===== src/rtl/mem_arbiter.sv =====
// Two-port memory arbiter: IF fetches and MEM loads/stores share one external bus.
// Data wins by default; fetch is forced through after STARVE_MAX back-to-back data grants.
module mem_arbiter #(
    parameter int unsigned TIMEOUT    = 15,
    parameter int unsigned STARVE_MAX = 3
) (
    input  logic        clk,
    input  logic        rst,
    input  logic        if_req,
    input  logic [31:0] if_addr,
    output logic [31:0] if_rdata,
    output logic        if_ready,
    input  logic        mem_req,
    input  logic        mem_we,
    input  logic [31:0] mem_addr,
    input  logic [31:0] mem_wdata,
    output logic [31:0] mem_rdata,
    output logic        mem_ready,
    output logic        bus_req,
    output logic        bus_we,
    output logic [31:0] bus_addr,
    output logic [31:0] bus_wdata,
    input  logic [31:0] bus_rdata,
    input  logic        bus_ack,
    output logic        bus_err,
    output logic        stallreq_if,
    output logic        stallreq_mem
);

    typedef enum logic [1:0] {StIdle, StGntIf, StGntMem, StResp} state_e;

    localparam logic [3:0] WaitLast  = 4'(TIMEOUT - 1);
    localparam logic [1:0] StarveMax = 2'(STARVE_MAX);

    state_e      state_q, state_d;
    logic [3:0]  wait_q, wait_d;
    logic [1:0]  streak_q, streak_d;
    logic        bus_req_q, bus_req_d;
    logic        bus_we_q, bus_we_d;
    logic [31:0] bus_addr_q, bus_addr_d;
    logic [31:0] bus_wdata_q, bus_wdata_d;
    logic [31:0] if_rdata_q, if_rdata_d;
    logic [31:0] mem_rdata_q, mem_rdata_d;
    logic        if_ready_q, if_ready_d;
    logic        mem_ready_q, mem_ready_d;
    logic        bus_err_q, bus_err_d;

    always_comb begin
        state_d     = state_q;
        wait_d      = wait_q;
        streak_d    = streak_q;
        bus_req_d   = bus_req_q;
        bus_we_d    = bus_we_q;
        bus_addr_d  = bus_addr_q;
        bus_wdata_d = bus_wdata_q;
        if_rdata_d  = if_rdata_q;
        mem_rdata_d = mem_rdata_q;
        if_ready_d  = 1'b0;
        mem_ready_d = 1'b0;
        bus_err_d   = 1'b0;

        unique case (state_q)
            StIdle: begin
                if (if_req && (!mem_req || streak_q == StarveMax)) begin
                    state_d     = StGntIf;
                    bus_req_d   = 1'b1;
                    bus_we_d    = 1'b0;
                    bus_addr_d  = if_addr;
                    bus_wdata_d = '0;
                    wait_d      = '0;
                    streak_d    = '0;
                end else if (mem_req) begin
                    state_d     = StGntMem;
                    bus_req_d   = 1'b1;
                    bus_we_d    = mem_we;
                    bus_addr_d  = mem_addr;
                    bus_wdata_d = mem_wdata;
                    wait_d      = '0;
                    // Only back-to-back data grants that actually block a fetch count
                    if (!if_req) begin
                        streak_d = '0;
                    end else if (streak_q != 2'd3) begin
                        streak_d = streak_q + 2'd1;
                    end
                end
            end
            StGntIf, StGntMem: begin
                if (bus_ack || wait_q == WaitLast) begin
                    // Ack beats a simultaneous timeout
                    state_d   = StResp;
                    bus_req_d = 1'b0;
                    bus_err_d = !bus_ack;
                    if (state_q == StGntIf) begin
                        if_ready_d = 1'b1;
                        if_rdata_d = bus_ack ? bus_rdata : '0;
                    end else begin
                        mem_ready_d = 1'b1;
                        mem_rdata_d = bus_ack ? bus_rdata : '0;
                    end
                end else begin
                    wait_d = wait_q + 4'd1;
                end
            end
            StResp: state_d = StIdle;
            default: state_d = StIdle;
        endcase
    end

    always_ff @(posedge clk) begin
        if (rst) begin
            state_q     <= StIdle;
            wait_q      <= '0;
            streak_q    <= '0;
            bus_req_q   <= 1'b0;
            bus_we_q    <= 1'b0;
            bus_addr_q  <= '0;
            bus_wdata_q <= '0;
            if_rdata_q  <= '0;
            mem_rdata_q <= '0;
            if_ready_q  <= 1'b0;
            mem_ready_q <= 1'b0;
            bus_err_q   <= 1'b0;
        end else begin
            state_q     <= state_d;
            wait_q      <= wait_d;
            streak_q    <= streak_d;
            bus_req_q   <= bus_req_d;
            bus_we_q    <= bus_we_d;
            bus_addr_q  <= bus_addr_d;
            bus_wdata_q <= bus_wdata_d;
            if_rdata_q  <= if_rdata_d;
            mem_rdata_q <= mem_rdata_d;
            if_ready_q  <= if_ready_d;
            mem_ready_q <= mem_ready_d;
            bus_err_q   <= bus_err_d;
        end
    end

    assign if_rdata     = if_rdata_q;
    assign if_ready     = if_ready_q;
    assign mem_rdata    = mem_rdata_q;
    assign mem_ready    = mem_ready_q;
    assign bus_req      = bus_req_q;
    assign bus_we       = bus_we_q;
    assign bus_addr     = bus_addr_q;
    assign bus_wdata    = bus_wdata_q;
    assign bus_err      = bus_err_q;
    assign stallreq_if  = if_req & ~if_ready_q;
    assign stallreq_mem = mem_req & ~mem_ready_q;

endmodule


===== config.mk =====
export PLATFORM = sky130hd
export DESIGN_NAME = mem_arbiter
export DESIGN_NICKNAME = d
export VERILOG_FILES = /design/src/rtl/mem_arbiter.sv
export SDC_FILE = /design/constraint.sdc
export NUM_CORES = 1
export LEC_CHECK = 0
export CELL_PAD_IN_SITES_DETAIL_PLACEMENT = 1
export CELL_PAD_IN_SITES_GLOBAL_PLACEMENT = 1
export CORE_MARGIN = 2
export CORE_UTILIZATION = 47
export CTS_CLUSTER_DIAMETER = 80
export DETAILED_ROUTE_END_ITERATION = 12
export DONT_BUFFER_PORTS = 1
export HOLD_SLACK_MARGIN = 0.06
export PLACE_DENSITY_LB_ADDON = 0.1
export SLEW_MARGIN = 0
export SYNTH_ARGS = -nofsm -noshare
export SYNTH_HDL_FRONTEND = slang
export SYNTH_SLANG_ARGS = --single-unit

===== constraint.sdc =====
create_clock -name clk -period 3.1 [get_ports clk]
set_input_delay 0.62 -clock clk [delete_from_list [all_inputs] [get_ports clk]]
set_output_delay 0.62 -clock clk [all_outputs]
set_load 0.03 [all_outputs]

## Word level (Yosys, flattened, before mapping)

Cells that the tools add are included.
Widths: inputs -> output; s select.

| operators by class | value |
|---|---|
| equality and inequality tests | 10 |
| multiplexer cells | 25 |
| reduce and logical (&&, ||, !) cells | 17 |
| bitwise logic cells | 7 |
| add/sub/neg operators | 2 |

Operator list:

| operator | number |
|---|---|
| $mux 32 | 5 |
| $reduce_and 3->1 | 5 |
| $mux 2 | 7 |
| $mux 4 | 3 |
| $pmux 4 s2 | 1 |
| $mux 1 | 7 |
| $eq 2x2->1 const B | 3 |
| $ne 2x2->1 const B | 3 |
| $pmux 2 s3 | 1 |
| $not 1->1 | 5 |
| $add 4x1->4 const B | 1 |
| $eq 4x4->1 const B | 1 |
| $reduce_and 2->1 | 2 |
| $reduce_bool 2->1 | 2 |
| $ne 3x1->1 const B | 1 |
| $ne 3x3->1 const B | 1 |
| $reduce_or 3->1 | 1 |
| $add 2x1->2 const B | 1 |
| $and 1x1->1 | 2 |
| $eq 2x1->1 const B | 1 |
| $logic_not 1->1 | 2 |
| $logic_not 2->1 | 1 |
| $logic_or 1x1->1 | 2 |
| $pmux 1 s2 | 1 |
| 2 further kinds | 2 |

| word-level totals | value |
|---|---|
| bits in registers | 141 |
| output and inout bits | 135 |
| logic and storage cells | 73 |
| input port bits | 134 |

## Depth between registers and ports, before layout

Gate-level depths: netlist of the first run.

| depth | value |
|---|---|
| depth in word-level cells | 5 |
| gate-level depth with buffers | 8 |
| mapped depth without buffers | 6 |

## Worst setup path before layout of the first run

OpenSTA, ideal clock, no wires.

| path | value |
|---|---|
| path kind | input -> output |
| from | input if_req |
| to | output stallreq_if |
| stages on the path | 3 |
| arrival time | 1.435 ns |
| path slack | 1.045 ns |
| data required time | 2.480 ns |
| cells stage by stage | buf_4 buf_2 nor2b_1 |

| on the way | value |
|---|---|
| cells in the longest elaborated chain, start to end | 1 |

Ends and longest elaborated chain:

| item | RTL line | source |
|---|---|---|
| start, declared | 9 | `input logic if_req,` |
| $and 1x1->1 | 148 | `assign stallreq_if = if_req & ~if_ready_q;` |
| end, declared | 26 | `output logic stallreq_if,` |

No other way between the ends.

## Worst setup path after layout of the first run

| path | value |
|---|---|
| from | register wait_q[0] |
| to | register mem_rdata_q[16], in the netlist mem_rdata[16] |

| on the way | value |
|---|---|
| cells in the longest elaborated chain, start to end | 3 |

Ends and longest elaborated chain:

| item | RTL line | source |
|---|---|---|
| start, declared | 36 | `logic [3:0] wait_q, wait_d;` |
| start signal, assigned | 125 | `wait_q <= wait_d;` |
| $eq 4x4->1 | 88 | `if (bus_ack \|\| wait_q == WaitLast) begin` |
| $logic_or 1x1->1 | 88 |  |
| $reduce_and 3->1 (no line) | -- |  |
| end signal, assigned | 132 | `mem_rdata_q <= mem_rdata_d;` |
| end, declared | 43 | `logic [31:0] mem_rdata_q, mem_rdata_d;` |

No other way between the ends.
A chain may end at the register's enable or synchronous reset.

==> results of run 1 <==
## power breakdown
part / total, W / switching [W] / internal, W
Clock: 0.00187 / 0.000696 / 0.00118
Sequential: 0.00311 / 0.000940 / 0.00217
Combinational: 0.00127 / 0.000846 / 0.000427
## sequential cells by signal (all words and copies together), names as in the netlist
signal / cells
bus_wdata: 32
streak_q: 2
if_ready: 1
if_rdata: 32
mem_ready: 1
wait_q: 4
bus_req: 1
bus_we: 1
state_q: 2
bus_err: 1
bus_addr: 32
mem_rdata: 32
## kinds of logic (layout without fill, tap and decap cells)
kind of cell,after synthesis,count (layout),synth area share
flops,141,141,0.500
simple gates,291,291,0.234
compound gates,155,155,0.186
fa+ha+maj,6,6,0.0133
buf+inv,73,43,0.0667
## cell usage after synthesis, drive strengths merged (3+ instances only)
cell type and number:
dfxtp 141, ha 6, nor2b 4, nand2 101
buf 41, inv 5, nor3 6, nand2b 3
nand3 69, a311oi 34, o211ai 5, nor2 72
nand4 32, o21ai 5, clkbuf 27, a21oi 71
a22oi 34
## placed cells by master, fill, tap and decap left out, types with 7 or more instances in the layout
cell type / n
nor2_1: 72
clkbuf_16: 17
dfxtp_1: 141
a22oi_1: 34
a21oi_1: 70
nand2_1: 99
buf_4: 8
clkbuf_1: 7
nand3_1: 69
a311oi_1: 34
nand4_1: 32
## final cells by class
class	instances	area (µm²)	share of cell area
clock buffers	28	507	0.0832
clock inverters	1	30.0	0.00493
inverters	5	18.8	0.00308
multi-input cells	452	2450	0.402
flip-flops and latches	141	2820	0.463
well taps	147	184	0.0302
repair buffers	9	80.1	0.0131
## worst max-delay path, cell delays in order (launching register included)
cell and delay (ps):
dfxtp_1 400, inv_1 60, ha_1 210, and3_4 210, o211ai_2 500, buf_4 360, nand2_1 90, a21oi_1 170
## metal layers
| layer | up-vias | share of wire |
|---|---|---|
| li1 | 2285 | - |
| met1 | 2365 | 0.39 |
| met2 | 205 | 0.49 |
| met3 | 22 | 0.099 |
| met4 | 0 | 0.018 |
| met5 | - | 0 |
## how the worst min path moves through the flow
stage | to | slack [ps] | cells past startpoint
5_1_grt | bus_wdata[31] | 260 | 1
6_report | bus_wdata[28] | 280 | 1
4_1_cts | bus_wdata[27] | 260 | 1
2_1_floorplan | state_q[1] | 450 | 2
3_5_place_dp | state_q[1] | 470 | 2
3_3_place_gp | state_q[1] | 460 | 2
## stage by stage
| step | total power, W | worst slack [ps] | hold slack, ps |
|---|---|---|---|
| 2_1_floorplan | 0.00417 | 1040 | 451 |
| 3_3_place_gp | 0.00435 | 1120 | 459 |
| 3_5_place_dp | 0.00442 | 1020 | 469 |
| 4_1_cts | 0.00630 | 1010 | 259 |
| 5_1_grt | 0.00657 | 867 | 263 |
| 6_report | 0.00626 | 1030 | 278 |
==> metrics.yaml, run 1 <==
gp_congestion: 0.772
finalMaxSlewViolations: 0
setup_viol: 0
hold_viol_final: 0
dp.cells: 754
grt_overflow: 0
dr.pass1.iters: 4
r2r_cells: 7
grt_setup_unrepaired: "false"
cp_max_fo: 19
clockRootBuffer: "clkbuf_16"
rows: 40
tritoncts: "done"
dpl.hpwl_mm: 10.8
grtUsageMet1: 0.281
wl_per_cell_um: 20.8
critPathLaunchType: "flip-flop"
die-width_um: 114
tightestPinTransition_ps: 840
fillCellCount: 1378
finalCriticalPeriod_ps: 2070
regToRegSetupSlack_ps: 1030
post-route-period-util: 0.669
post-route-util: 0.514
maxCapViolCount: 0
synth_area_um2: 5640
drive_gt1_frac: 0.0660
syn_area_per_cell_um2: 8.47
grt_max_degree: 142
io_pins: 269
diodes: 0
vias: 4877
port_buffers: 0
synth_top_area_frac: 0.500
track_usage: 0.246
power.density_nw_per_um2: 1030
cts_resized: 0
grtUsageMet2: 0.404
endpoint_kind: "flip-flop"
clockBufferDepth: 2
startpoint: "wait_q[0]"
fmax_ghz: 0.482
nNetsFinal: 766
design.die.area_um2: 12900
rr_endpoint: "mem_rdata[16]"
viasPerCell: 6.23
core_region_area_um2: 11900
holdBufCountCts: 0
ant_nets: 0
wirelength_mm: 16.3
postCtsSetupRepairBufs: 0
min_from: "rst"
syn-num-nets: 806
hold_path.class: "in2reg"
crit_arrival_ps: 2410
final_area_um2: 6090
yosys_warnings: 0
grt_use_met3: 0.107
initial_utilization: 0.476
clk_pin_slew_worst_paths_ps: 50
cts.sinks: 141
drt-initial-drc-count: 427
synthFlopType: "dfxtp_1"
grt_pass1_vias: 4784
stdcell_count: 783
yosysSeqAreaShare: 0.500
drcViolationCount: 0
relSlewSlack: 0.438
status: "complete, no violations"
gr-max-usage-layer: "met2"
fin_skew_ps: 5.43
required_ps: 3430
synth_cell_types: 35
async_flop_share: 0
h-tree-depth: 4
ir_drop_mv: 0.443
grt_pass1_wl_mm: 25.2
ys_ff_latch: 141
antenna_found_initial: 0
die_h_um: 114
yosys.area.top_type: "dfxtp_1"
clk-insertion-delay-late_ps: 410
placed_area_um2: 5560
crit_type: "reg2reg"
synth_edf_count: 0
synthTopCellsByArea: "dfxtp_1 (50%), nand2_1 (6.6%), a21oi_1 (6.2%), nand3_1 (6.1%), a311oi_1 (5.3%)"
cts_buffers: 17
synth_cells: 666
area_growth_pct: 7.98
r2r-start: "wait_q[0]"
endpoint: "mem_rdata[16]"
p_leak_nw: 2.14
finalSetupTns_ps: 0
No activity file was read; power rests on OpenSTA's default activity.
==> inputs of run 2 (changes only) <==
CORE_UTILIZATION = 44   (was 47)
clock period = 2.1 ns   (was 3.1 ns; I/O delays follow)
==> run 2 against run 1 <==
Against the previous run:
- sequential share of layout area down 1.6 points
- highest routed layer unchanged
- power up 55%
- wire length up 6.3%
- utilization down 1.2 points
- global-route usage down 0.55 points
- largest power group unchanged
- critical path depth unchanged
- non-clock buffer count up 9
- hold slack worse by 170 ps
- design area up 3.5%
- via count up 0.98%
==> metrics.yaml, run 2 (synthesis gave the netlist of run 1 again) <==
status: "complete, no violations"
initial_utilization: 0.449
critPathLaunchType: "flip-flop"
fin_skew_ps: 6.36
cts_buffers: 17
tritoncts: "done"
cp_max_fo: 32
finalSetupTns_ps: 0
power.density_nw_per_um2: 1540
tightestPinTransition_ps: 586
clockRootBuffer: "clkbuf_16"
grt_max_degree: 128
finalCriticalPeriod_ps: 1920
die-width_um: 117
ir_drop_mv: 0.701
rows: 41
cts.sinks: 141
vias: 4925
viasPerCell: 6.01
grt_pass1_vias: 4784
layout_common_cells: "dfxtp_1 (141), nand2_1 (99), nor2_1 (72)"
clk_pin_slew_worst_paths_ps: 60
cp_top_family: "buffers and inverters"
post-route-period-util: 0.916
cp_common_cell: "buf_4"
diodes: 0
layout_commonest_cell: "dfxtp_1"
endpoint_kind: "flip-flop"
gp_congestion: 0.766
critPathBufInv: 3
wirelength_mm: 17.3
drcViolationCount: 0
nNetsFinal: 776
cp_slowest_cell: "ha_1"
wl_per_cell_um: 21.1
grt_pass1_wl_mm: 25.4
track_usage: 0.240
clockBufferDepth: 2
hold_viol_final: 0
antenna_found_initial: 0
maxCapViolCount: 0
placed_area_um2: 5630
hold-path-cell-count: 1
hold_path.class: "in2reg"
regToRegSetupSlack_ps: 180
p_leak_nw: 2.22
setup_viol: 0
drive_gt1_frac: 0.0833
io_pins: 269
crit_type: "reg2reg"
area_growth_pct: 11.7
path_cells: "inv_1 -> ha_1 -> buf_4 -> o211ai_2 -> buf_4 -> nand2_1 -> a21oi_1"
finalMaxSlewViolations: 0
dr.pass1.iters: 4
crit_arrival_ps: 2250
core_region_area_um2: 12600
r2r_cells: 7
postCtsSetupRepairBufs: 0
clk-insertion-delay-late_ps: 420
relSlewSlack: 0.608
grt_overflow: 0
required_ps: 2430
path_depth: 7
ant_nets: 0
final_area_um2: 6300
dpl.hpwl_mm: 11.1
die_h_um: 117
h-tree-depth: 4
grt_setup_unrepaired: "false"
drt-initial-drc-count: 278
port_buffers: 0
design.die.area_um2: 13700
fmax_ghz: 0.520
critical-path-max-stage-delay_ps: 400
[run 2: changes by cell type in the layout (fill, tap and decap cells not counted), sizes merged]
cell         previous run  this run
dlygate4sd3             0         4
o211a                   1         2
clkinv                  0         1
buf                     9        14
clkinvlp                0         1
clkbuf                 28        26
bufinv                  1         3
[run 2: through the flow]
stage / std cells / power [W] / hold slack [ps] / utilization / setup WS, ps
3_3_place_gp: 784 / 0.00645 / 461 / 0.448 / 281
4_1_cts: 819 / 0.00975 / 60.0 / 0.500 / 103
6_report: 820 / 0.00971 / 103 / 0.502 / 176
2_1_floorplan: 666 / 0.00615 / 451 / - / 445
5_1_grt: 820 / 0.0102 / 61.0 / 0.502 / 9.90
3_5_place_dp: 784 / 0.00656 / 480 / 0.448 / 150
[run 2: routing by layer]
layer  track usage  wire [µm]  up-vias
met5             0          0        -
met4        0.0816        258        0
met3         0.103       1640       23
met2         0.418       8850      182
met1         0.262       6560     2413
li1              -          -     2307
[run 2: path summary, 6_finish.rpt]
path                            startpoint           end
worst max-delay path            state_q[0]  mem_rdata[6]
worst max register to register  state_q[0]  mem_rdata[6]
worst min-delay path                   rst   bus_addr[8]
worst min register to register  state_q[1]    state_q[1]
[run 2: repair_timing]
item                                   4_1_cts  5_1_grt
hold buffers                                 4        0
endpoints found under the hold margin       12        0
setup endpoints to repair                    0        7
gates resized for setup                      0        1
[run 2: final cells by class]
cell class	instances	area, µm²
Inverter	5	18.8
Tap cell	172	215
Timing Repair Buffer	18	158
Sequential cell	141	2820
Fill cell	1483	6260
Multi-Input combinational cell	453	2470
Clock inverter	5	103
Clock buffer	26	519
[run 2: report_power, final]
part	internal, W	leakage (nW)	switching (W)
Sequential	0.00321	1.15	0.00138
Combinational	0.000681	0.769	0.00128
Clock	0.00205	0.303	0.00111
Total	0.00594	2.22	0.00378
